<file path="config.mk">
export PLATFORM = sky130hd
export DESIGN_NAME = param_power_unit
export DESIGN_NICKNAME = d
export VERILOG_FILES = /design/src/rtl/power_unit_pkg.sv /design/src/rtl/shift_add_multiplier.sv /design/src/rtl/param_power_unit.sv
export SDC_FILE = /design/constraint.sdc
export NUM_CORES = 1
export LEC_CHECK = 0
export ABC_AREA = 1
export CORE_ASPECT_RATIO = 1.4
export CORE_MARGIN = 2
export CORE_UTILIZATION = 55
export CTS_CLUSTER_SIZE = 24
export DETAILED_ROUTE_END_ITERATION = 6
export PLACE_DENSITY = 0.75
export SYNTH_ARGS = -nofsm -noshare
export SYNTH_HDL_FRONTEND = slang
export SYNTH_SLANG_ARGS = --single-unit
</file>
<file path="constraint.sdc">
create_clock -name clk -period 2.9 [get_ports clk]
set_input_delay 0.29 -clock clk [delete_from_list [all_inputs] [get_ports clk]]
set_output_delay 0.29 -clock clk [all_outputs]
set_load 0.005 [all_outputs]
</file>
<file path="src/rtl/power_unit_pkg.sv">
// Shared definitions for param_power_unit: FSM state encoding and the done-pulse width.
package power_unit_pkg;

  typedef enum logic [2:0] {
    IDLE     = 3'd0,
    CHECK    = 3'd1,
    MUL_STEP = 3'd2,
    MUL_DONE = 3'd3,
    DONE     = 3'd4
  } state_e;

  localparam int unsigned DonePulseCycles = 1;

endpackage

</file>
<file path="src/rtl/shift_add_multiplier.sv">
// Sequential WIDTH x WIDTH shift-add multiplier, one multiplier bit per step, LSB first.
module shift_add_multiplier #(
  parameter int unsigned WIDTH = 8
) (
  input  logic               clk_i,
  input  logic               rst_ni,
  input  logic               load_i,
  input  logic               step_i,
  input  logic [WIDTH-1:0]   a_i,
  input  logic [WIDTH-1:0]   b_i,
  output logic               ready_o,
  output logic [2*WIDTH-1:0] product_o
);

  localparam int unsigned CntW = $clog2(WIDTH + 1);

  logic [2*WIDTH-1:0] mcand_q, mcand_d;
  logic [2*WIDTH-1:0] prod_q, prod_d;
  logic [WIDTH-1:0]   mplier_q, mplier_d;
  logic [CntW-1:0]    cnt_q, cnt_d;

  always_comb begin
    mcand_d  = mcand_q;
    prod_d   = prod_q;
    mplier_d = mplier_q;
    cnt_d    = cnt_q;
    if (load_i) begin
      mcand_d  = {{WIDTH{1'b0}}, a_i};
      mplier_d = b_i;
      prod_d   = '0;
      cnt_d    = '0;
    end else if (step_i) begin
      if (mplier_q[0]) begin
        prod_d = prod_q + mcand_q;
      end
      mcand_d  = mcand_q << 1;
      mplier_d = mplier_q >> 1;
      cnt_d    = cnt_q + CntW'(1);
    end
  end

  // High during the step that consumes the last multiplier bit.
  assign ready_o   = (cnt_q == CntW'(WIDTH - 1));
  assign product_o = prod_q;

  always_ff @(posedge clk_i or negedge rst_ni) begin
    if (!rst_ni) begin
      mcand_q  <= '0;
      prod_q   <= '0;
      mplier_q <= '0;
      cnt_q    <= '0;
    end else begin
      mcand_q  <= mcand_d;
      prod_q   <= prod_d;
      mplier_q <= mplier_d;
      cnt_q    <= cnt_d;
    end
  end

endmodule

</file>
<file path="src/rtl/param_power_unit.sv">
// Sequential base^exp engine with wrap/saturate modes, sticky overflow and a done pulse.
// Optional busy-cycle counter output enabled by PARAM_POWER_UNIT_CYCLE_COUNT_EN.
module param_power_unit
  import power_unit_pkg::*;
#(
  parameter int unsigned WIDTH     = 8,
  parameter int unsigned EXP_WIDTH = 8
) (
  input  logic                 clk,
  input  logic                 rst_n,
  input  logic                 start,
  input  logic [WIDTH-1:0]     base,
  input  logic [EXP_WIDTH-1:0] exp,
  input  logic                 sat_mode,
  output logic                 busy,
  output logic                 done,
  output logic [WIDTH-1:0]     result,
`ifdef PARAM_POWER_UNIT_CYCLE_COUNT_EN
  output logic [15:0]          cycles,
`endif
  output logic                 ovf
);

  state_e               state_q, state_d;
  logic [WIDTH-1:0]     base_q, base_d;
  logic [WIDTH-1:0]     acc_q, acc_d;
  logic [WIDTH-1:0]     result_q, result_d;
  logic [EXP_WIDTH-1:0] cnt_q, cnt_d;
  logic                 sat_q, sat_d;
  logic                 ovf_q, ovf_d;
  logic                 busy_q, busy_d;
  logic                 done_q, done_d;

  logic                 mul_load, mul_step, mul_ready, prod_hi;
  logic [WIDTH-1:0]     mul_a;
  logic [2*WIDTH-1:0]   product;

  shift_add_multiplier #(
    .WIDTH (WIDTH)
  ) u_mul (
    .clk_i     (clk),
    .rst_ni    (rst_n),
    .load_i    (mul_load),
    .step_i    (mul_step),
    .a_i       (mul_a),
    .b_i       (base_q),
    .ready_o   (mul_ready),
    .product_o (product)
  );

  assign prod_hi = |product[2*WIDTH-1:WIDTH];

  always_comb begin
    state_d  = state_q;
    base_d   = base_q;
    acc_d    = acc_q;
    result_d = result_q;
    cnt_d    = cnt_q;
    sat_d    = sat_q;
    ovf_d    = ovf_q;
    busy_d   = busy_q;
    done_d   = 1'b0;
    mul_load = 1'b0;
    mul_step = 1'b0;
    mul_a    = acc_q;
    unique case (state_q)
      IDLE: begin
        if (start) begin
          base_d  = base;
          sat_d   = sat_mode;
          cnt_d   = exp;
          acc_d   = WIDTH'(1);
          ovf_d   = 1'b0;
          busy_d  = 1'b1;
          state_d = CHECK;
        end
      end
      CHECK: begin
        // x^0 = 1 (including 0^0); 0^n and 1^n need no multiplies.
        if (cnt_q == '0) begin
          acc_d   = WIDTH'(1);
          state_d = DONE;
        end else if (base_q == '0) begin
          acc_d   = '0;
          state_d = DONE;
        end else if (base_q == WIDTH'(1)) begin
          acc_d   = WIDTH'(1);
          state_d = DONE;
        end else begin
          mul_load = 1'b1;
          state_d  = MUL_STEP;
        end
      end
      MUL_STEP: begin
        mul_step = 1'b1;
        if (mul_ready) begin
          state_d = MUL_DONE;
        end
      end
      MUL_DONE: begin
        cnt_d = cnt_q - EXP_WIDTH'(1);
        if (prod_hi) begin
          ovf_d = 1'b1;
        end
        if (sat_q && prod_hi) begin
          acc_d   = '1;
          state_d = DONE;
        end else begin
          acc_d = product[WIDTH-1:0];
          if (cnt_d != '0) begin
            mul_a    = acc_d;
            mul_load = 1'b1;
            state_d  = MUL_STEP;
          end else begin
            state_d = DONE;
          end
        end
      end
      DONE: begin
        state_d = IDLE;
      end
      default: begin
        state_d = IDLE;
      end
    endcase
    // Outputs are registered on entry to DONE so result/ovf/done line up in the DONE cycle.
    if (state_q != DONE && state_d == DONE) begin
      result_d = acc_d;
      done_d   = 1'b1;
      busy_d   = 1'b0;
    end
  end

  always_ff @(posedge clk or negedge rst_n) begin
    if (!rst_n) begin
      state_q  <= IDLE;
      base_q   <= '0;
      acc_q    <= '0;
      result_q <= '0;
      cnt_q    <= '0;
      sat_q    <= 1'b0;
      ovf_q    <= 1'b0;
      busy_q   <= 1'b0;
      done_q   <= 1'b0;
    end else begin
      state_q  <= state_d;
      base_q   <= base_d;
      acc_q    <= acc_d;
      result_q <= result_d;
      cnt_q    <= cnt_d;
      sat_q    <= sat_d;
      ovf_q    <= ovf_d;
      busy_q   <= busy_d;
      done_q   <= done_d;
    end
  end

  assign busy   = busy_q;
  assign done   = done_q;
  assign result = result_q;
  assign ovf    = ovf_q;

`ifdef PARAM_POWER_UNIT_CYCLE_COUNT_EN
  logic [15:0] cycles_q, cycles_d;

  always_comb begin
    cycles_d = cycles_q;
    if (state_q == IDLE && start) begin
      cycles_d = '0;
    end else if (busy_q && cycles_q != 16'hFFFF) begin
      cycles_d = cycles_q + 16'd1;
    end
  end

  always_ff @(posedge clk or negedge rst_n) begin
    if (!rst_n) begin
      cycles_q <= '0;
    end else begin
      cycles_q <= cycles_d;
    end
  end

  assign cycles = cycles_q;
`endif

endmodule

</file>
==> flow_metrics.py <==
metrics = {
    "power_and_ir_drop": {
        "p_comb_share_pct": 46.5,
        "peakVddDrop_mv": 0.5921,
        "pwr-share-clk_pct": 19.6,
        "switching_share_pct": 43.60,
        "internal_power_component_uw": 3358,
        "leakage_uw": 0.002677,
        "power_density_nw_per_um2": 1122,
        "power.switching_uw": 2596,
        "pwr-share-seq_pct": 34.0,
    },
    "cts": {
        "cts_post_setup_buffers_inserted": 0,
        "tritoncts.num_buffers": 9,
        "cts_repair_resize_count": 0,
        "clock_latency_at_the_later_pin_of_the_worst_skew_pair_ns": 0.33,
        "post_cts_hold_buffer_count": 0,
        "clk_tree_root_cell": "sky130_fd_sc_hd__clkbuf_16",
        "tritoncts": "built",
        "tritoncts_num_sinks": 83,
        "cts-htree-levels": 3,
        "clock_tree.buffer_depth": 2,
        "clk_transition_reported_paths_ns": 0.06,
    },
    "detailed_routing": {
        "via_per_inst": 5.538,
        "num_vias": 3982,
        "drc_errors": 0,
        "drtPass1Iterations": 4,
        "sum_of_routed_wire_length_over_all_layers_um": 10780,
        "postRouteAntennaNets": 0,
        "detailedRoute.firstIterationViolations": 236,
        "routed_wire_length_per_instance_um": 15.00,
    },
    "place": {
        "port_buffers": 30,
        "gpl.final_weighted_congestion": 0.9319,
        "hpwl_um": 7747,
        "preCtsSetupSlack_ns": 0.6598,
        "place.detailed.instances": 705,
    },
    "timing": {
        "worst_slew_margin_rel_pct": 48.48,
        "finalHoldViolCount": 0,
        "fin_skew_ns": 0.005349,
        "period_share_pct": 77.73,
        "slew_at_the_pin_closest_to_its_max_slew_limit_ns": 0.7727,
        "fin_worst_hold_slack_ns": 0.01514,
        "finalCriticalPeriod_ns": 2.254,
        "final.setup.worst_slack_ns": 0.6459,
        "setup-tns-final_ns": 0,
        "setup_violations": 0,
        "unrepaired_setup_endpoints_after_global_routing": "no",
        "report.final.slew_viol_count": 0,
        "achievable-frequency_mhz": 443.6,
    },
    "synth": {
        "yosysWarningCount": 0,
        "post_syn_nets": 619,
        "ys_types": 41,
        "synth.ff_latch_count": 83,
        "seq_area_frac_synth_pct": 45.05,
        "post_syn_area_sq_um": 4611,
        "syn_area_per_cell_sq_um": 7.949,
        "postSynthCellCount": 580,
    },
    "critical_path": {
        "type_of_the_worst_setup_path": "reg -> reg",
        "end_kind": "flop",
        "critPathMaxFanout": 14,
        "setup.worst_path.start_class": "flop",
        "max_stage_delay_ns": 0.38,
        "crit_arrival_ns": 2.52,
        "required_ns": 3.17,
        "worst_path_max_delay_cell": "sky130_fd_sc_hd__dfrtp_1",
        "critPathMostFrequentCell": "sky130_fd_sc_hd__nor2_2",
        "crit_chain": "inv_1 > ha_1 > inv_2 > nor2_2 > nor2_2 > nand3_1 > nor2_2 > nand3_4 > nand3_4 > nand3_2 > inv_2 > nand2_1 > nand3_1",
    },
    "global_routing": {
        "grtUsageTotal_pct": 25.72,
        "number_of_global_route_vias_before_repair": 3898,
        "grt_start_max_net_pins": 61,
        "grt_pass1_wl_um": 18210,
        "grt.overflow.total": 0,
        "grt_antenna_before_repair": 0,
    },
    "layout": {
        "area_growth_pct": 15.03,
        "finalNetCount": 653,
        "most_common_cell_after_layout_fill_and_taps_aside": "sky130_fd_sc_hd__nand2_1",
        "final.fill_count": 674,
        "leading_cell_types_in_the_layout_fill_and_taps_excluded": "sky130_fd_sc_hd__nand2_1 (193), sky130_fd_sc_hd__dfrtp_1 (83), sky130_fd_sc_hd__inv_1 (51)",
        "final_layout_size_suffix_gt1_share_pct": 9.562,
        "antennaDiodeCount": 0,
        "stdcell_count": 719,
    },
    "die": {
        "die_area_sq_um": 9142,
        "placeable_area_sq_um": 8149,
        "die_w_um": 81.38,
        "initial_utilization_pct": 56.58,
        "std_cell_rows": 39,
        "floorplan.io_pins": 31,
        "floorplan.die.height_um": 112.3,
    },
    "run": {
        "cap_violations": 0,
    },
    "min_path": {
        "holdCritPathClass": "in -> async",
    },
    "outcome": {
        "status": "completed",
    },
}
## cells in the mapped netlist (all sizes together)
library cell | n | share of area [%]
nand3b | 3 | 0.49
o21bai | 2 | 0.33
o2111ai | 1 | 0.19
fa | 1 | 0.43
ha | 18 | 4.9
nand3 | 52 | 6.4
a21o | 3 | 0.49
inv | 59 | 4.8
nand2 | 197 | 16
clkbuf | 4 | 0.33
or2 | 5 | 0.68
nor3 | 3 | 0.57
o211ai | 5 | 0.92
nor2 | 40 | 4.6
o22ai | 6 | 0.81
nand4 | 8 | 1.1
nor3b | 1 | 0.27
o31ai | 1 | 0.16
a21oi | 17 | 1.8
and3 | 1 | 0.14
a31oi | 1 | 0.14
o221ai | 3 | 0.57
o21ai | 50 | 5.7
xor2 | 4 | 0.76
dfrtp | 83 | 45
xnor2 | 4 | 0.76
buf | 8 | 1.2
## cell type report
class                           count  area [sq um]  area share [%]
Clock buffer                       12         266.5           5.025
Clock inverter                      2         35.03          0.6605
Inverter                           59         221.5           4.176
Multi-Input combinational cell    426          2241           42.25
Sequential cell                    83          2077           39.16
Tap cell                          102         127.6           2.406
Timing Repair Buffer               35         335.3           6.322
## worst max-delay path, delay by kind of cell (launching register included)
family        cells  cell delay [ns]
buf+inv           3             0.41
flops             1             0.38
simple gates      9             1.16
fa+ha+maj         1             0.23
## kinds of logic after synthesis
| kind of cell | after synthesis | share of synthesized area [%] |
|---|---|---|
| xor gates and xnor gates | 8 | 1.520 |
| DFF | 83 | 45.05 |
| and+or+nand+nor | 310 | 30.64 |
| buffers and inverters | 71 | 6.350 |
| adders and majority gates | 19 | 5.319 |
| AOI/OAI and AO/OA | 89 | 11.13 |
## state kept, by name, summed over array words and instances (netlist names)
signal and cells:
busy 1, u_mul.mcand_q 16, sat_q 1, done 1
u_mul.cnt_q 4, base_q 8, acc_q 8, cnt_q 8
u_mul.product_o 16, result 8, state_q 3, ovf 1
u_mul.mplier_q 8
## power groups by stage
stage / Combinational [uW] / Sequential [uW] / Clock [uW]
6_report: 2770 / 2020 / 1160
5_1_grt: 3140 / 2070 / 1240
4_1_cts: 2760 / 2020 / 1180
3_5_place_dp: 2730 / 2030 / 0
3_3_place_gp: 2630 / 2020 / 0
2_1_floorplan: 2100 / 1930 / 0
## stage by stage
step | utilization, % | power (uW) | instance area (sq um)
after global routing | 65.09 | 6452 | 5304
after floorplan | - | 4029 | 4611
after detailed placement | 61.38 | 4756 | 5002
after CTS | 65.09 | 5957 | 5304
final | 65.09 | 5954 | 5304
after global placement | 61.38 | 4650 | 5002
## final timing paths
path	from	end	slack (ns)	cells past startpoint
setup / recovery	cnt_q[1]	u_mul.mcand_q[2]	0.65	13
hold / removal	rst_n	u_mul.product_o[5]	0.02	1
setup reg to reg	cnt_q[1]	u_mul.mcand_q[2]	0.65	13
hold reg to reg	u_mul.mplier_q[7]	u_mul.mplier_q[7]	0.49	2
max in group asynchronous	rst_n	acc_q[1]	2.19	2
min in group clk	u_mul.mplier_q[7]	u_mul.mplier_q[7]	0.49	2
## layer usage
layer	GRT usage [%]	part of all wire [%]	vias up
met5	0	0	-
met4	10.51	2.3	0
met3	4.904	3.2	26
met2	43.39	51	87
met1	31.79	43	1902
li1	-	-	1967
No activity file was read; power rests on OpenSTA's default activity.
